<file path="src/rtl/procyon_lsu_am_pkg.sv">
// Shared LSU definitions: function encodings, grant bit positions and decode helpers.
// Used by the address-generation/arbitration stage and its arbiter.
package procyon_pkg;

    localparam int PCYN_LSU_FUNC_WIDTH = 4;

    typedef enum logic [PCYN_LSU_FUNC_WIDTH-1:0] {
        PCYN_LSU_FUNC_LB  = 4'd0,
        PCYN_LSU_FUNC_LH  = 4'd1,
        PCYN_LSU_FUNC_LW  = 4'd2,
        PCYN_LSU_FUNC_LBU = 4'd3,
        PCYN_LSU_FUNC_LHU = 4'd4,
        PCYN_LSU_FUNC_SB  = 4'd5,
        PCYN_LSU_FUNC_SH  = 4'd6,
        PCYN_LSU_FUNC_SW  = 4'd7
    } pcyn_lsu_func_t;

    localparam int GNT_NEW    = 0;
    localparam int GNT_REPLAY = 1;
    localparam int GNT_RETIRE = 2;

    function automatic logic is_store(input logic [PCYN_LSU_FUNC_WIDTH-1:0] func);
        return (func == PCYN_LSU_FUNC_SB) || (func == PCYN_LSU_FUNC_SH) || (func == PCYN_LSU_FUNC_SW);
    endfunction

    function automatic logic is_half(input logic [PCYN_LSU_FUNC_WIDTH-1:0] func);
        return (func == PCYN_LSU_FUNC_LH) || (func == PCYN_LSU_FUNC_LHU) || (func == PCYN_LSU_FUNC_SH);
    endfunction

    function automatic logic is_word(input logic [PCYN_LSU_FUNC_WIDTH-1:0] func);
        return (func == PCYN_LSU_FUNC_LW) || (func == PCYN_LSU_FUNC_SW);
    endfunction

endpackage

</file>
<file path="src/rtl/procyon_lsu_am_if.sv">
// Bus bundle between the LSU reservation station / LQ / SQ / D1 and the AM stage.
// o_misaligned exists only when PCYN_LSU_AM_MISALIGN_EN is defined.
interface procyon_lsu_am_if
    import procyon_pkg::*;
#(
    parameter int OPTN_DATA_WIDTH    = 32,
    parameter int OPTN_ADDR_WIDTH    = 32,
    parameter int OPTN_LQ_DEPTH      = 8,
    parameter int OPTN_SQ_DEPTH      = 8,
    parameter int OPTN_ROB_IDX_WIDTH = 5
);
    logic                           i_flush;
    logic                           i_valid;
    logic [PCYN_LSU_FUNC_WIDTH-1:0] i_lsu_func;
    logic [OPTN_DATA_WIDTH-1:0]     i_src_a;
    logic [OPTN_DATA_WIDTH-1:0]     i_src_b;
    logic [OPTN_DATA_WIDTH-1:0]     i_imm;
    logic [OPTN_ROB_IDX_WIDTH-1:0]  i_tag;
    logic                           o_stall;
    logic                           i_lq_full;
    logic                           i_sq_full;
    logic                           o_alloc_lq;
    logic                           o_alloc_sq;
    logic [OPTN_SQ_DEPTH-1:0]       i_alloc_sq_select;
    logic                           i_replay_en;
    logic [PCYN_LSU_FUNC_WIDTH-1:0] i_replay_lsu_func;
    logic [OPTN_LQ_DEPTH-1:0]       i_replay_lq_select;
    logic [OPTN_ROB_IDX_WIDTH-1:0]  i_replay_tag;
    logic [OPTN_ADDR_WIDTH-1:0]     i_replay_addr;
    logic                           o_replay_ack;
    logic                           i_sq_retire_en;
    logic [OPTN_SQ_DEPTH-1:0]       i_sq_retire_select;
    logic [PCYN_LSU_FUNC_WIDTH-1:0] i_sq_retire_lsu_func;
    logic [OPTN_ROB_IDX_WIDTH-1:0]  i_sq_retire_tag;
    logic [OPTN_ADDR_WIDTH-1:0]     i_sq_retire_addr;
    logic [OPTN_DATA_WIDTH-1:0]     i_sq_retire_data;
    logic                           o_sq_retire_ack;
    logic                           o_valid;
    logic [PCYN_LSU_FUNC_WIDTH-1:0] o_lsu_func;
    logic [OPTN_LQ_DEPTH-1:0]       o_lq_select;
    logic [OPTN_SQ_DEPTH-1:0]       o_sq_select;
    logic [OPTN_ROB_IDX_WIDTH-1:0]  o_tag;
    logic [OPTN_ADDR_WIDTH-1:0]     o_addr;
    logic [OPTN_DATA_WIDTH-1:0]     o_retire_data;
    logic                           o_retire;
    logic                           o_replay;
`ifdef PCYN_LSU_AM_MISALIGN_EN
    logic                           o_misaligned;
`endif

    modport master (
        output i_flush, i_valid, i_lsu_func, i_src_a, i_src_b, i_imm, i_tag,
               i_lq_full, i_sq_full, i_alloc_sq_select,
               i_replay_en, i_replay_lsu_func, i_replay_lq_select, i_replay_tag, i_replay_addr,
               i_sq_retire_en, i_sq_retire_select, i_sq_retire_lsu_func, i_sq_retire_tag,
               i_sq_retire_addr, i_sq_retire_data,
        input  o_stall, o_alloc_lq, o_alloc_sq, o_replay_ack, o_sq_retire_ack,
               o_valid, o_lsu_func, o_lq_select, o_sq_select, o_tag, o_addr, o_retire_data,
               o_retire, o_replay
`ifdef PCYN_LSU_AM_MISALIGN_EN
        , input o_misaligned
`endif
    );

    modport slave (
        input  i_flush, i_valid, i_lsu_func, i_src_a, i_src_b, i_imm, i_tag,
               i_lq_full, i_sq_full, i_alloc_sq_select,
               i_replay_en, i_replay_lsu_func, i_replay_lq_select, i_replay_tag, i_replay_addr,
               i_sq_retire_en, i_sq_retire_select, i_sq_retire_lsu_func, i_sq_retire_tag,
               i_sq_retire_addr, i_sq_retire_data,
        output o_stall, o_alloc_lq, o_alloc_sq, o_replay_ack, o_sq_retire_ack,
               o_valid, o_lsu_func, o_lq_select, o_sq_select, o_tag, o_addr, o_retire_data,
               o_retire, o_replay
`ifdef PCYN_LSU_AM_MISALIGN_EN
        , output o_misaligned
`endif
    );

endinterface

</file>
<file path="src/rtl/procyon_lsu_am_arb.sv">
// Three-way priority arbiter (retire > replay > new) with a saturating starvation
// counter that lets a blocked new op win once it has lost OPTN_STARVE_LIMIT times.
module procyon_lsu_am_arb
    import procyon_pkg::*;
#(
    parameter int OPTN_STARVE_LIMIT = 4
) (
    input  logic       clk,
    input  logic       n_rst,
    input  logic       flush,
    input  logic       valid,
    input  logic       retire_req,
    input  logic       replay_req,
    input  logic       new_req,
    output logic [2:0] grant
);
    localparam int CW = $clog2(OPTN_STARVE_LIMIT + 1);
    localparam logic [CW-1:0] LIMIT = CW'(OPTN_STARVE_LIMIT);

    logic [CW-1:0] starve_cnt;
    logic          starved;

    assign starved = new_req && (starve_cnt == LIMIT);

    always_comb begin
        grant = '0;
        if (!flush) begin
            if (starved)         grant[GNT_NEW]    = 1'b1;
            else if (retire_req) grant[GNT_RETIRE] = 1'b1;
            else if (replay_req) grant[GNT_REPLAY] = 1'b1;
            else if (new_req)    grant[GNT_NEW]    = 1'b1;
        end
    end

    // A full queue (valid but not eligible) leaves the count untouched.
    always_ff @(posedge clk) begin
        if (!n_rst) begin
            starve_cnt <= '0;
        end else if (flush || !valid || grant[GNT_NEW]) begin
            starve_cnt <= '0;
        end else if (new_req && (starve_cnt != LIMIT)) begin
            starve_cnt <= starve_cnt + 1'b1;
        end
    end

endmodule

</file>
<file path="src/rtl/procyon_lsu_am.sv">
// LSU address-generation/arbitration stage feeding procyon_lsu_d1.
// Optional misalignment flag enabled by defining PCYN_LSU_AM_MISALIGN_EN.
module procyon_lsu_am
    import procyon_pkg::*;
#(
    parameter int OPTN_DATA_WIDTH    = 32,
    parameter int OPTN_ADDR_WIDTH    = 32,
    parameter int OPTN_LQ_DEPTH      = 8,
    parameter int OPTN_SQ_DEPTH      = 8,
    parameter int OPTN_ROB_IDX_WIDTH = 5,
    parameter int OPTN_STARVE_LIMIT  = 4
) (
    input logic            clk,
    input logic            n_rst,
    procyon_lsu_am_if.slave bus
);
    logic [2:0]                     grant;
    logic                           new_is_store;
    logic                           new_req;
    logic [OPTN_ADDR_WIDTH-1:0]     new_addr;
    logic [PCYN_LSU_FUNC_WIDTH-1:0] func_nxt;
    logic [OPTN_ROB_IDX_WIDTH-1:0]  tag_nxt;
    logic [OPTN_ADDR_WIDTH-1:0]     addr_nxt;
    logic [OPTN_LQ_DEPTH-1:0]       lq_select_nxt;
    logic [OPTN_SQ_DEPTH-1:0]       sq_select_nxt;
    logic [OPTN_DATA_WIDTH-1:0]     data_nxt;

    assign new_is_store = is_store(bus.i_lsu_func);
    assign new_req      = bus.i_valid && !(new_is_store ? bus.i_sq_full : bus.i_lq_full);
    assign new_addr     = OPTN_ADDR_WIDTH'(bus.i_src_a + bus.i_imm);

    procyon_lsu_am_arb #(
        .OPTN_STARVE_LIMIT(OPTN_STARVE_LIMIT)
    ) u_arb (
        .clk        (clk),
        .n_rst      (n_rst),
        .flush      (bus.i_flush),
        .valid      (bus.i_valid),
        .retire_req (bus.i_sq_retire_en),
        .replay_req (bus.i_replay_en),
        .new_req    (new_req),
        .grant      (grant)
    );

    assign bus.o_stall         = bus.i_valid && !grant[GNT_NEW];
    assign bus.o_alloc_lq      = grant[GNT_NEW] && !new_is_store;
    assign bus.o_alloc_sq      = grant[GNT_NEW] && new_is_store;
    assign bus.o_replay_ack    = grant[GNT_REPLAY];
    assign bus.o_sq_retire_ack = grant[GNT_RETIRE];

    // New loads leave lq_select at zero; D1 substitutes the LQ allocation select.
    always_comb begin
        func_nxt      = '0;
        tag_nxt       = '0;
        addr_nxt      = '0;
        lq_select_nxt = '0;
        sq_select_nxt = '0;
        data_nxt      = '0;
        if (grant[GNT_RETIRE]) begin
            func_nxt      = bus.i_sq_retire_lsu_func;
            tag_nxt       = bus.i_sq_retire_tag;
            addr_nxt      = bus.i_sq_retire_addr;
            sq_select_nxt = bus.i_sq_retire_select;
            data_nxt      = bus.i_sq_retire_data;
        end else if (grant[GNT_REPLAY]) begin
            func_nxt      = bus.i_replay_lsu_func;
            tag_nxt       = bus.i_replay_tag;
            addr_nxt      = bus.i_replay_addr;
            lq_select_nxt = bus.i_replay_lq_select;
        end else if (grant[GNT_NEW]) begin
            func_nxt = bus.i_lsu_func;
            tag_nxt  = bus.i_tag;
            addr_nxt = new_addr;
            if (new_is_store) begin
                sq_select_nxt = bus.i_alloc_sq_select;
                data_nxt      = bus.i_src_b;
            end
        end
    end

    always_ff @(posedge clk) begin
        if (!n_rst) begin
            bus.o_valid       <= 1'b0;
            bus.o_retire      <= 1'b0;
            bus.o_replay      <= 1'b0;
            bus.o_lsu_func    <= '0;
            bus.o_tag         <= '0;
            bus.o_addr        <= '0;
            bus.o_lq_select   <= '0;
            bus.o_sq_select   <= '0;
            bus.o_retire_data <= '0;
        end else begin
            bus.o_valid       <= (|grant) && !bus.i_flush;
            bus.o_retire      <= grant[GNT_RETIRE];
            bus.o_replay      <= grant[GNT_REPLAY];
            bus.o_lsu_func    <= func_nxt;
            bus.o_tag         <= tag_nxt;
            bus.o_addr        <= addr_nxt;
            bus.o_lq_select   <= lq_select_nxt;
            bus.o_sq_select   <= sq_select_nxt;
            bus.o_retire_data <= data_nxt;
        end
    end

`ifdef PCYN_LSU_AM_MISALIGN_EN
    always_ff @(posedge clk) begin
        if (!n_rst) begin
            bus.o_misaligned <= 1'b0;
        end else begin
            bus.o_misaligned <= (is_half(func_nxt) && addr_nxt[0]) ||
                                (is_word(func_nxt) && (|addr_nxt[1:0]));
        end
    end
`endif

endmodule

</file>
<file path="src/flat_wrapper.sv">
// flat-port wrapper written by rule: the top's interface ports become plain ports
module procyon_lsu_am_flat import procyon_pkg::*;
#(
    parameter int OPTN_DATA_WIDTH    = 32,
    parameter int OPTN_ADDR_WIDTH    = 32,
    parameter int OPTN_LQ_DEPTH      = 8,
    parameter int OPTN_SQ_DEPTH      = 8,
    parameter int OPTN_ROB_IDX_WIDTH = 5,
    parameter int OPTN_STARVE_LIMIT  = 4
)
  (clk, n_rst, bus_i_flush, bus_i_valid, bus_i_lsu_func, bus_i_src_a, bus_i_src_b, bus_i_imm, bus_i_tag, bus_i_lq_full, bus_i_sq_full, bus_i_alloc_sq_select, bus_i_replay_en, bus_i_replay_lsu_func, bus_i_replay_lq_select, bus_i_replay_tag, bus_i_replay_addr, bus_i_sq_retire_en, bus_i_sq_retire_select, bus_i_sq_retire_lsu_func, bus_i_sq_retire_tag, bus_i_sq_retire_addr, bus_i_sq_retire_data, bus_o_stall, bus_o_alloc_lq, bus_o_alloc_sq, bus_o_replay_ack, bus_o_sq_retire_ack, bus_o_valid, bus_o_lsu_func, bus_o_lq_select, bus_o_sq_select, bus_o_tag, bus_o_addr, bus_o_retire_data, bus_o_retire, bus_o_replay);
  procyon_lsu_am_if #(.OPTN_DATA_WIDTH(OPTN_DATA_WIDTH), .OPTN_ADDR_WIDTH(OPTN_ADDR_WIDTH), .OPTN_LQ_DEPTH(OPTN_LQ_DEPTH), .OPTN_SQ_DEPTH(OPTN_SQ_DEPTH), .OPTN_ROB_IDX_WIDTH(OPTN_ROB_IDX_WIDTH)) bus_i ();
  input logic clk;
  input logic n_rst;
  input wire logic [$bits(bus_i.i_flush)-1:0] bus_i_flush;
  input wire logic [$bits(bus_i.i_valid)-1:0] bus_i_valid;
  input wire logic [$bits(bus_i.i_lsu_func)-1:0] bus_i_lsu_func;
  input wire logic [$bits(bus_i.i_src_a)-1:0] bus_i_src_a;
  input wire logic [$bits(bus_i.i_src_b)-1:0] bus_i_src_b;
  input wire logic [$bits(bus_i.i_imm)-1:0] bus_i_imm;
  input wire logic [$bits(bus_i.i_tag)-1:0] bus_i_tag;
  input wire logic [$bits(bus_i.i_lq_full)-1:0] bus_i_lq_full;
  input wire logic [$bits(bus_i.i_sq_full)-1:0] bus_i_sq_full;
  input wire logic [$bits(bus_i.i_alloc_sq_select)-1:0] bus_i_alloc_sq_select;
  input wire logic [$bits(bus_i.i_replay_en)-1:0] bus_i_replay_en;
  input wire logic [$bits(bus_i.i_replay_lsu_func)-1:0] bus_i_replay_lsu_func;
  input wire logic [$bits(bus_i.i_replay_lq_select)-1:0] bus_i_replay_lq_select;
  input wire logic [$bits(bus_i.i_replay_tag)-1:0] bus_i_replay_tag;
  input wire logic [$bits(bus_i.i_replay_addr)-1:0] bus_i_replay_addr;
  input wire logic [$bits(bus_i.i_sq_retire_en)-1:0] bus_i_sq_retire_en;
  input wire logic [$bits(bus_i.i_sq_retire_select)-1:0] bus_i_sq_retire_select;
  input wire logic [$bits(bus_i.i_sq_retire_lsu_func)-1:0] bus_i_sq_retire_lsu_func;
  input wire logic [$bits(bus_i.i_sq_retire_tag)-1:0] bus_i_sq_retire_tag;
  input wire logic [$bits(bus_i.i_sq_retire_addr)-1:0] bus_i_sq_retire_addr;
  input wire logic [$bits(bus_i.i_sq_retire_data)-1:0] bus_i_sq_retire_data;
  output wire logic [$bits(bus_i.o_stall)-1:0] bus_o_stall;
  output wire logic [$bits(bus_i.o_alloc_lq)-1:0] bus_o_alloc_lq;
  output wire logic [$bits(bus_i.o_alloc_sq)-1:0] bus_o_alloc_sq;
  output wire logic [$bits(bus_i.o_replay_ack)-1:0] bus_o_replay_ack;
  output wire logic [$bits(bus_i.o_sq_retire_ack)-1:0] bus_o_sq_retire_ack;
  output wire logic [$bits(bus_i.o_valid)-1:0] bus_o_valid;
  output wire logic [$bits(bus_i.o_lsu_func)-1:0] bus_o_lsu_func;
  output wire logic [$bits(bus_i.o_lq_select)-1:0] bus_o_lq_select;
  output wire logic [$bits(bus_i.o_sq_select)-1:0] bus_o_sq_select;
  output wire logic [$bits(bus_i.o_tag)-1:0] bus_o_tag;
  output wire logic [$bits(bus_i.o_addr)-1:0] bus_o_addr;
  output wire logic [$bits(bus_i.o_retire_data)-1:0] bus_o_retire_data;
  output wire logic [$bits(bus_i.o_retire)-1:0] bus_o_retire;
  output wire logic [$bits(bus_i.o_replay)-1:0] bus_o_replay;
  assign bus_i.i_flush = bus_i_flush;
  assign bus_i.i_valid = bus_i_valid;
  assign bus_i.i_lsu_func = bus_i_lsu_func;
  assign bus_i.i_src_a = bus_i_src_a;
  assign bus_i.i_src_b = bus_i_src_b;
  assign bus_i.i_imm = bus_i_imm;
  assign bus_i.i_tag = bus_i_tag;
  assign bus_i.i_lq_full = bus_i_lq_full;
  assign bus_i.i_sq_full = bus_i_sq_full;
  assign bus_i.i_alloc_sq_select = bus_i_alloc_sq_select;
  assign bus_i.i_replay_en = bus_i_replay_en;
  assign bus_i.i_replay_lsu_func = bus_i_replay_lsu_func;
  assign bus_i.i_replay_lq_select = bus_i_replay_lq_select;
  assign bus_i.i_replay_tag = bus_i_replay_tag;
  assign bus_i.i_replay_addr = bus_i_replay_addr;
  assign bus_i.i_sq_retire_en = bus_i_sq_retire_en;
  assign bus_i.i_sq_retire_select = bus_i_sq_retire_select;
  assign bus_i.i_sq_retire_lsu_func = bus_i_sq_retire_lsu_func;
  assign bus_i.i_sq_retire_tag = bus_i_sq_retire_tag;
  assign bus_i.i_sq_retire_addr = bus_i_sq_retire_addr;
  assign bus_i.i_sq_retire_data = bus_i_sq_retire_data;
  assign bus_o_stall = bus_i.o_stall;
  assign bus_o_alloc_lq = bus_i.o_alloc_lq;
  assign bus_o_alloc_sq = bus_i.o_alloc_sq;
  assign bus_o_replay_ack = bus_i.o_replay_ack;
  assign bus_o_sq_retire_ack = bus_i.o_sq_retire_ack;
  assign bus_o_valid = bus_i.o_valid;
  assign bus_o_lsu_func = bus_i.o_lsu_func;
  assign bus_o_lq_select = bus_i.o_lq_select;
  assign bus_o_sq_select = bus_i.o_sq_select;
  assign bus_o_tag = bus_i.o_tag;
  assign bus_o_addr = bus_i.o_addr;
  assign bus_o_retire_data = bus_i.o_retire_data;
  assign bus_o_retire = bus_i.o_retire;
  assign bus_o_replay = bus_i.o_replay;
  procyon_lsu_am #(.OPTN_DATA_WIDTH(OPTN_DATA_WIDTH), .OPTN_ADDR_WIDTH(OPTN_ADDR_WIDTH), .OPTN_LQ_DEPTH(OPTN_LQ_DEPTH), .OPTN_SQ_DEPTH(OPTN_SQ_DEPTH), .OPTN_ROB_IDX_WIDTH(OPTN_ROB_IDX_WIDTH), .OPTN_STARVE_LIMIT(OPTN_STARVE_LIMIT)) u_core (.clk(clk), .n_rst(n_rst), .bus(bus_i));
endmodule
</file>
<file path="config.mk">
export PLATFORM = sky130hd
export DESIGN_NAME = procyon_lsu_am_flat
export DESIGN_NICKNAME = d
export VERILOG_FILES = /design/src/rtl/procyon_lsu_am_pkg.sv /design/src/rtl/procyon_lsu_am_if.sv /design/src/rtl/procyon_lsu_am_arb.sv /design/src/rtl/procyon_lsu_am.sv /design/src/flat_wrapper.sv
export SDC_FILE = /design/constraint.sdc
export NUM_CORES = 1
export LEC_CHECK = 0
export ABC_AREA = 1
export CAP_MARGIN = 40
export CORE_MARGIN = 5
export CORE_UTILIZATION = 37
export DETAILED_ROUTE_END_ITERATION = 7
export HOLD_SLACK_MARGIN = 0.1
export PLACE_DENSITY = 0.75
export SYNTH_ARGS = -nofsm -noshare
export SYNTH_HDL_FRONTEND = slang
export SYNTH_SLANG_ARGS = --single-unit
</file>
<file path="constraint.sdc">
create_clock -name clk -period 2.8 [get_ports clk]
set_clock_uncertainty 0.15 [all_clocks]
set_input_delay 0.56 -clock clk [delete_from_list [all_inputs] [get_ports clk]]
set_output_delay 0.56 -clock clk [all_outputs]
set_load 0.02 [all_outputs]
</file>
==> results of run 1 <==
flip-flops by register name, summed over array words and instances, names as in the netlist:
name and count:
u_core.bus.o_replay 1, u_core.bus.o_tag 5, u_core.bus.o_valid 1, u_core.bus.o_lsu_func 4
u_core.u_arb.starve_cnt 3, u_core.bus.o_retire_data 32, u_core.bus.o_sq_select 8, u_core.bus.o_addr 32
u_core.bus.o_lq_select 8, u_core.bus.o_retire 1
metal layers:
layer  up-vias  GRT usage, %  part of all wire, %
li1       3870             -                    -
met1      3328         29.79                   40
met2       286         47.53                   51
met3        40         6.138                  6.5
met4         0         7.724                  2.6
met5         -             0                    0
where the power goes:
group          leakage, nW  switching, mW  internal [mW]
Clock                0.149          0.573          0.785
Combinational         4.00          0.604          0.638
Sequential           0.775         0.0130           1.40
metrics by stage:
step	hold WS [ns]	power, mW	util (%)	std cells	setup WS (ns)
after floorplan	0.3618	2.019	-	1013	0.4571
after global routing	0.4215	4.224	63.28	1605	-0.007512
after global placement	0.3805	2.661	60.97	1587	-0.4259
after detailed placement	0.3782	2.673	60.97	1587	-0.4226
final	0.3970	4.013	63.28	1605	0.07389
after CTS	0.3949	4.036	63.12	1603	0.001316
cell type report:
class | instances | area [um^2] | share of cell area (%)
multi-input combinational | 722 | 3473 | 33.45
clock buffer | 9 | 225.2 | 2.169
tap | 220 | 275.3 | 2.651
timing repair buffer | 388 | 3790 | 36.50
inverter | 165 | 624.3 | 6.013
clock inverter | 6 | 92.59 | 0.8918
sequential | 95 | 1902 | 18.32
cells in the final DEF (no fill, tap or decap), drive strengths merged:
cell type / n
nand2: 394
clkdlybuf4s50: 341
inv: 166
dfxtp: 95
a21oi: 80
nand3: 74
nor2: 58
buf: 46
o21ai: 38
ha: 33
clkbuf: 9
o211ai: 8
xor2: 8
xnor2: 7
a31oi: 5
nor3: 4
o21bai: 3
nand4: 3
nand3b: 2
or2: 2
clkinvlp: 2
bufinv: 2
clkinv: 1
nor4: 1
a21o: 1
fa: 1
dlymetal6s2s: 1
cell families (layout without fill, tap and decap cells):
kind of cell	Yosys count	after routing	synth area share (%)
adders and majority gates	34	34	7.070
buffers and inverters	196	568	12.79
AOI/OAI and AO/OA	135	135	11.63
and+or+nand+nor	538	538	35.31
DFF	95	95	31.06
xor gates and xnor gates	15	15	2.146
worst register-to-register path, delay by kind of cell, from the launching register on:
kind	cells	cell delay (ns)
AOI/OAI and AO/OA	1	0.11
adders and majority gates	1	0.19
buffers and inverters	5	0.58
DFF	1	0.35
and+or+nand+nor	4	0.82
worst max-delay path by stage:
stage	to	start	slack, ns	cells after the start
detailed placement	bus_o_alloc_sq	bus_i_lsu_func[0]	-0.42	11
CTS	bus_o_stall	bus_i_lsu_func[0]	0.001	12
floorplan	bus_o_alloc_lq	bus_i_lsu_func[1]	0.46	9
global placement	bus_o_alloc_sq	bus_i_lsu_func[0]	-0.43	11
global route	bus_o_sq_retire_ack	bus_i_lsu_func[1]	-0.008	13
finish	bus_o_sq_retire_ack	bus_i_lsu_func[0]	0.07	13
repair_timing:
action                                  in CTS  in global routing
pin swaps                                    2                  1
endpoints found under the setup margin       5                  5
setup buffers                                1                  2
gates resized for setup                     25                  9
==> PnR_summary.wiki, run 1 <==
{| class="wikitable"
! Metric !! Value
|-
| Outcome || completed
|-
| Site Rows || 47
|-
| WL/cell || 16.08 um
|-
| Cell type with the highest occurrence count on the critical path || nand2_2
|-
| DR vias/cell || 4.688
|-
| Class of the tightest hold or removal check || flop to flop
|-
| Layout Nets || 1666
|-
| Pwr Density || 386.5 nW/um^2
|-
| Gate family responsible for the most delay along the worst path || buffers and inverters
|-
| Initial DRC count || 378
|-
| Post-synthesis instance area || 6123 um^2
|-
| Post-DP HPWL || 21290 um
|-
| Total placed instance area || 10000 um^2
|-
| Clock-pin slew on the worst setup and hold paths || 0.07 ns
|-
| # setup viols final || 0
|-
| R2R cell count || 11
|-
| Cts bufs inserted || 9
|-
| R2R Path End || u_core.u_arb.starve_cnt[0]
|-
| Worst flop-to-flop path startpoint || u_core.u_arb.starve_cnt[0]
|-
| Antenna violation net count after detailed routing || 0
|-
| Max-cap check violation count || 0
|-
| Clk Tree Root Cell || clkbuf_16
|-
| Crit Path Max Fanout || 6
|-
| Arr. time, crit path || 2.02 ns
|-
| Fin crit share || 97.36%
|-
| Post-synth ARST share || 0%
|-
| Peak supply drop || 281.1 uV
|-
| Number of instances in the synthesized netlist || 1013
|-
| Maximum number of pins on one net before global-route repair || 42
|-
| Hold wc startpoint || u_core.u_arb.starve_cnt[2]
|-
| Setup slack of the worst register-to-register path || 0.55 ns
|-
| Critical path capture point type || primary output
|-
| Clock tree from TritonCTS || yes
|-
| Most instantiated library cell after synthesis || nand2_1
|-
| Startpoint type of the worst setup path || input port
|-
| Quantity of hold-fixing buffers added after cts || 0
|-
| Number of buffers between clock root and the deepest sink || 2
|-
| Hold Crit Endpoint || u_core.u_arb.starve_cnt[2]
|-
| Top-area cell type share of the netlist area || 31.06%
|-
| Area added between synthesis and finish || 69.56%
|-
| RePlAce Congestion || 0.9231
|-
| Number of global-route vias before repair || 7205
|-
| Post-route setup TNS || 0 ns
|-
| IO Pins || 348
|-
| Slowest stage cell, crit path || clkdlybuf4s50_1
|-
| Final WL || 25810 um
|-
| Final-report hold violation count || 0
|-
| WP buf/inv || 6
|-
| Quantity of I/O buffers inserted on ports || 347
|-
| Number of library cell types mapped by synthesis || 31
|-
| Synth cell count leaders || nand2_1, inv_1, dfxtp_1
|-
| Largest area contributor in the synthesized netlist || dfxtp_1
|-
| Filler cells || 1505
|-
| Die area || 19220 um^2
|-
| Worst setup path class || input port to primary output
|-
| Grt total ovfl || 0
|-
| Total Routing Usage GR || 25.87%
|-
| Pleak || 4.924 nW
|-
| Starting utilization of the core area || 37.32%
|-
| Via count of the routed design || 7524
|-
| Total of flip-flops plus latches after synthesis || 95
|-
| DRT Pass-1 Iters || 6
|-
| Fmax || 0.3668 GHz
|-
| Layout cell share with drive strength beyond 1 || 5.704%
|-
| Global-route wire length before repair || 39430 um
|-
| Source-to-sink clock delay at the later pin of the worst-skew pair || 0.35 ns
|-
| CTS H-tree lvls || 3
|-
| Worst slew margin relative to its limit || 65.39%
|-
| Number of sinks driven by the clock tree || 95
|-
| Data required time of the critical path || 2.09 ns
|-
| Clock period minus worst slack || 2.726 ns
|-
| Max-slew violation count || 0
|-
| Post-synth EDFFs || 0
|-
| Number of nets in the synthesized netlist || 1298
|-
| Cell breakdown of the critical path || clkdlybuf4s50_1 -> inv_2 -> nand2_2 -> nand3_2 -> nand2_2 -> nand2_2 -> nor2_4 -> buf_6 -> nand2_4 -> buf_12 -> nand2_8 -> inv_6 -> buf_12
|-
| Post-route design area || 10380 um^2
|-
| Width of the die || 138.6 um
|-
| Seq/Total Area, Yosys || 31.06%
|-
| Number of antenna violations at the first check in global routing || 0
|-
| Detailed-route DRC error count || 0
|-
| Area contributors post-synth || dfxtp_1, nand2_1, inv_1, ha_1, a21oi_1
|-
| Inserted Diodes || 0
|-
| Slew of the pin with the lowest slew margin || 0.5145 ns
|-
| Highest cell delay on the worst timing path || 0.48 ns
|-
| Synth Flop Type || dfxtp_1
|-
| Post-Synthesis Mean Instance Area || 6.045 um^2
|-
| Number of warnings reported in the yosys synthesis log || 0
|-
| Number of cells on the worst hold path || 3
|-
| Die outline height || 138.6 um
|-
| Core Box Area || 16410 um^2
|}
Power figures use the tool's default switching activity.
==> run 2: changes to the inputs <==
Settings changed: RECOVER_POWER set to 100, TNS_END_PERCENT set to 10.
==> run 2 against run 1 <==
Effect of this change:
- the flow now finishes with violations (negative setup slack)
- critical path type unchanged
- sequential power barely moved
- fmax decreased by 3.2%
- via count fell by 0.60%
- critical path depth unchanged
- combinational power about the same
==> PnR_summary.wiki, run 2 (synthesis gave the netlist of run 1 again) <==
{| class="wikitable"
! Metric !! Value
|-
| CTS H-tree lvls || 3
|-
| Crit Path Max Fanout || 13
|-
| Fin crit share || 100.5%
|-
| WP buf/inv || 6
|-
| Post-DP HPWL || 21290 um
|-
| Layout cell share with drive strength beyond 1 || 5.282%
|-
| Post-layout util || 63.03%
|-
| IO Pins || 348
|-
| Arr. time, crit path || 2.11 ns
|-
| Final worst hold slack || 0.3965 ns
|-
| Post-route setup TNS || -0.01504 ns
|-
| Core Box Area || 16410 um^2
|-
| Clock tree from TritonCTS || yes
|-
| Width of the die || 138.6 um
|-
| Detailed-route DRC error count || 0
|-
| Max-slew violation count || 0
|-
| DR vias/cell || 4.669
|-
| Worst slew margin relative to its limit || 63.43%
|-
| Largest registers ranked by flip-flop count || u_core.bus.o_addr: 32 flops, u_core.bus.o_retire_data: 32 flops
|-
| Total Routing Usage GR || 25.84%
|-
| Clock period minus worst slack || 2.815 ns
|-
| # setup viols final || 1
|-
| Gate family responsible for the most delay along the worst path || buffers and inverters
|-
| Total placed instance area || 10000 um^2
|-
| Site Rows || 47
|-
| Pwr Density || 385.8 nW/um^2
|-
| Data required time of the critical path || 2.09 ns
|-
| Number of global-route vias before repair || 7194
|-
| Slowest stage cell, crit path || clkdlybuf4s50_1
|-
| Highest cell delay on the worst timing path || 0.46 ns
|-
| Most common cell after layout, fill and taps aside || nand2_1
|-
| Number of buffers between clock root and the deepest sink || 2
|-
| Final Instance Count excl. Fillers || 1602
|-
| Die outline height || 138.6 um
|-
| Critical path capture point type || primary output
|-
| Final-report hold violation count || 0
|-
| Final WL || 25730 um
|-
| Grt total ovfl || 0
|-
| Cell breakdown of the critical path || clkdlybuf4s50_1 -> inv_1 -> nand2_1 -> nand3_2 -> nand2_2 -> nand2_2 -> nor2_4 -> buf_6 -> nand2_4 -> buf_8 -> nand2_4 -> inv_4 -> buf_12
|-
| Inserted Diodes || 0
|-
| Via count of the routed design || 7479
|-
| Number of sinks driven by the clock tree || 95
|-
| Cts bufs inserted || 9
|-
| Outcome || complete, but fails checks
|-
| Pleak || 5.180 nW
|-
| Quantity of hold-fixing buffers added after cts || 0
|-
| Slew of the pin with the lowest slew margin || 0.5436 ns
|-
| Clk Tree Root Cell || clkbuf_16
|-
| Global-route wire length before repair || 39390 um
|-
| Class of the tightest hold or removal check || flop to flop
|-
| Initial DRC count || 350
|-
| Layout Nets || 1663
|-
| Antenna violation net count after detailed routing || 0
|-
| WL/cell || 16.06 um
|-
| DRT Pass-1 Iters || 5
|-
| Peak supply drop || 281.4 uV
|-
| Clock-pin slew on the worst setup and hold paths || 0.07 ns
|-
| Placed cell count || 1587
|-
| Number of antenna violations at the first check in global routing || 0
|-
| Unrepaired setup endpoints after global routing || true
|-
| Maximum number of pins on one net before global-route repair || 42
|-
| Failing checks || negative setup slack
|-
| Source-to-sink clock delay at the later pin of the worst-skew pair || 0.35 ns
|-
| Quantity of I/O buffers inserted on ports || 347
|-
| Area added between synthesis and finish || 68.88%
|-
| Fmax || 0.3552 GHz
|-
| Starting utilization of the core area || 37.32%
|-
| Die area || 19220 um^2
|-
| Post-route design area || 10340 um^2
|-
| Worst setup path class || input port to primary output
|-
| Highest-count cells in the layout ignoring fill and taps || nand2_1, clkdlybuf4s50_1, inv_1
|-
| Startpoint type of the worst setup path || input port
|-
| Max-cap check violation count || 0
|-
| RePlAce Congestion || 0.9231
|-
| Setup slack after layout || -0.01504 ns
|}
run 2: area by class of cell:
| type | instances | area (um^2) |
|---|---|---|
| clock buffers | 9 | 225.2 |
| inverters | 165 | 621.8 |
| repair buffers | 385 | 3762 |
| well taps | 220 | 275.3 |
| flip-flops and latches | 95 | 1902 |
| fillers | 1507 | 6066 |
| multi-input cells | 722 | 3462 |
| clock inverters | 6 | 92.59 |
run 2: worst paths after layout:
path | startpoint | end | slack (ns) | depth (start not counted)
max reg2reg | u_core.u_arb.starve_cnt[0] | u_core.u_arb.starve_cnt[0] | 0.52 | 11
min reg2reg | u_core.u_arb.starve_cnt[2] | u_core.u_arb.starve_cnt[2] | 0.40 | 3
max | bus_i_lsu_func[1] | bus_o_sq_retire_ack | -0.02 | 13
min | u_core.u_arb.starve_cnt[2] | u_core.u_arb.starve_cnt[2] | 0.40 | 3
run 2: stage by stage:
stage / power [mW] / setup slack, ns
after global placement: 2.661 / -0.4259
after CTS: 4.033 / -0.01407
after floorplan: 2.019 / 0.4571
after detailed placement: 2.673 / -0.4226
after global routing: 4.200 / -0.1057
final: 3.989 / -0.01504
run 2: repair_timing:
item | CTS | global route
gates resized for setup | 20 | 8
pin swaps | 0 | 2
endpoints found under the setup margin | 5 | 5
setup buffers | 0 | 0
endpoints found under the hold margin | 0 | 0
run 2: worst register-to-register path, cell delays in order (launching register included):
cell	delay (ns)
dfxtp_1	0.35
inv_1	0.08
ha_1	0.19
nand2_1	0.15
a21oi_1	0.11
nand2_2	0.11
buf_4	0.14
inv_2	0.04
buf_4	0.25
nor4_1	0.47
nand2_1	0.12
inv_1	0.08
run 2: metal layers:
metal / global-route usage [%] / vias up / routed length, um
met2: 47.17 / 264 / 13100
li1: - / 3864 / -
met4: 8.033 / 0 / 684
met3: 6.172 / 36 / 1602
met1: 29.85 / 3315 / 10340
met5: 0 / - / 0
run 2: report_power, final:
group / leakage (nW) / total, mW / internal, mW / switching [mW]
combinational: 4.26 / 1.22 / 0.619 / 0.603
sequential: 0.775 / 1.41 / 1.40 / 0.0106
clock: 0.149 / 1.36 / 0.785 / 0.572
total: 5.18 / 3.99 / 2.80 / 1.19
==> run 3: changes to the inputs <==
Settings changed: RECOVER_POWER 100 to unset.
==> run 3 against run 2 <==
Effect of this change:
- the run still ends with negative setup slack left
- total power rose by 0.44%
- global-route usage did not move
- hold slack hardly changed
- clock power is essentially flat
- combinational power barely moved
- via count barely moved
- critical path type unchanged
- critical endpoint unchanged
- largest power group unchanged
==> PnR_summary.wiki, run 3 (synthesis gave the netlist of run 1 again) <==
{| class="wikitable"
! Metric !! Value
|-
| Fmax || 0.3551 GHz
|-
| Via count of the routed design || 7478
|-
| Outcome || complete, but fails checks
|-
| Largest registers ranked by flip-flop count || u_core.bus.o_addr: 32 flops, u_core.bus.o_retire_data: 32 flops
|-
| Grt total ovfl || 0
|-
| Pleak || 4.899 nW
|-
| Crit Path Max Fanout || 13
|-
| Post-DP HPWL || 21290 um
|-
| Number of sinks driven by the clock tree || 95
|-
| Power after layout || 4.007 mW
|-
| Layout cell share with drive strength beyond 1 || 5.282%
|-
| Maximum number of pins on one net before global-route repair || 42
|-
| Fin crit share || 100.6%
|-
| Antenna violation net count after detailed routing || 0
|-
| Most common cell after layout, fill and taps aside || nand2_1
|-
| Arr. time, crit path || 2.11 ns
|-
| Unrepaired setup endpoints after global routing || true
|-
| CTS H-tree lvls || 3
|-
| Max-cap check violation count || 0
|-
| Area added between synthesis and finish || 68.88%
|-
| Peak supply drop || 280.8 uV
|-
| # setup viols final || 1
|-
| Setup slack after layout || -0.01648 ns
|-
| Clock tree from TritonCTS || yes
|-
| Cts bufs inserted || 9
|-
| Layout Nets || 1663
|-
| DRT Pass-1 Iters || 4
|-
| Starting utilization of the core area || 37.32%
|-
| Data required time of the critical path || 2.09 ns
|-
| DR vias/cell || 4.668
|-
| Multi-input combinational cell area || 3462 um^2
|-
| Filler cells || 1507
|-
| Final WL || 25700 um
|-
| Slew of the pin with the lowest slew margin || 0.5450 ns
|-
| Startpoint type of the worst setup path || input port
|-
| Die outline height || 138.6 um
|-
| Die area || 19220 um^2
|-
| Clock period minus worst slack || 2.816 ns
|-
| Site Rows || 47
|-
| Number of global-route vias before repair || 7194
|-
| Clk Tree Root Cell || clkbuf_16
|-
| Initial DRC count || 329
|-
| Detailed-route DRC error count || 0
|-
| Highest-count cells in the layout ignoring fill and taps || nand2_1, clkdlybuf4s50_1, inv_1
|-
| Quantity of I/O buffers inserted on ports || 347
|-
| Worst slew margin relative to its limit || 63.33%
|-
| Number of buffers between clock root and the deepest sink || 2
|-
| Source-to-sink clock delay at the later pin of the worst-skew pair || 0.35 ns
|-
| Global-route wire length before repair || 39390 um
|-
| Total Routing Usage GR || 25.84%
|-
| WL/cell || 16.04 um
|-
| Failing checks || negative setup slack
|-
| Inserted Diodes || 0
|-
| Final worst hold slack || 0.3966 ns
|-
| IO Pins || 348
|-
| Max-slew violation count || 0
|-
| Final-report hold violation count || 0
|-
| RePlAce Congestion || 0.9231
|-
| Critical path capture point type || primary output
|-
| R2R cell count || 11
|-
| Core Box Area || 16410 um^2
|-
| Number of cells on the worst hold path || 3
|-
| Post-route setup TNS || -0.01648 ns
|-
| Width of the die || 138.6 um
|-
| Clock-pin slew on the worst setup and hold paths || 0.07 ns
|-
| Class of the tightest hold or removal check || flop to flop
|-
| Number of antenna violations at the first check in global routing || 0
|-
| Worst setup path class || input port to primary output
|-
| Pwr Density || 387.4 nW/um^2
|-
| Total area of sequential cells || 1902 um^2
|}
-- run 3: changes by cell type in the layout (fill, tap and decap cells not counted) --
cell and change:
dlygate4sd3_1 -92, clkdlybuf4s50_1 +92
-- run 3: power by group --
part | internal (mW) | leakage [nW] | switching (mW)
logic | 0.636 | 3.98 | 0.602
clock network | 0.785 | 0.149 | 0.570
registers | 1.40 | 0.775 | 0.0130
total | 2.82 | 4.90 | 1.19
-- run 3: final timing paths --
path	startpoint	endpoint	slack, ns
setup / recovery	bus_i_lsu_func[0]	bus_o_sq_retire_ack	-0.02
hold / removal	u_core.u_arb.starve_cnt[2]	u_core.u_arb.starve_cnt[2]	0.40
setup reg to reg	u_core.u_arb.starve_cnt[0]	u_core.u_arb.starve_cnt[0]	0.51
hold reg to reg	u_core.u_arb.starve_cnt[2]	u_core.u_arb.starve_cnt[2]	0.40
-- run 3: timing repair --
action	CTS	global route
resized for setup	20	8
pin swaps	0	2
hold buffers	0	0
setup buffers	0	0
endpoints found under the setup margin	5	5
-- run 3: critical path: stages --
cell	delay, ns
clkdlybuf4s50_1	0.49
inv_2	0.06
nand2_1	0.07
nand3_2	0.08
nand2_2	0.08
nand2_2	0.06
nor2_4	0.12
buf_6	0.13
nand2_4	0.05
buf_8	0.14
nand2_4	0.08
inv_4	0.05
buf_12	0.13
-- run 3: layout make-up --
type / instances / area share (%)
Multi-Input combinational cell: 722 / 33.48
Tap cell: 220 / 2.662
Clock buffer: 9 / 2.178
Sequential cell: 95 / 18.39
Inverter: 165 / 6.013
Clock inverter: 6 / 0.8953
Timing Repair Buffer: 385 / 36.38
-- run 3: layer usage --
layer	vias up	wire length, um	track usage [%]	share of wire, %
met2	277	13100	47.17	51
met5	-	0	0	0
met1	3299	10250	29.85	40
li1	3864	-	-	-
met4	0	688	8.033	2.7
met3	38	1662	6.172	6.5
-- run 3: metrics by stage --
step                      instances  utilization (%)  instance area (um^2)  worst slack [ns]
after global placement         1587            60.97                 10000           -0.4259
after global routing           1602            63.03                 10340           -0.1057
after detailed placement       1587            60.97                 10000           -0.4226
after floorplan                1013                -                  6123            0.4571
final                          1602            63.03                 10340          -0.01648
after CTS                      1602            63.07                 10350          -0.01407
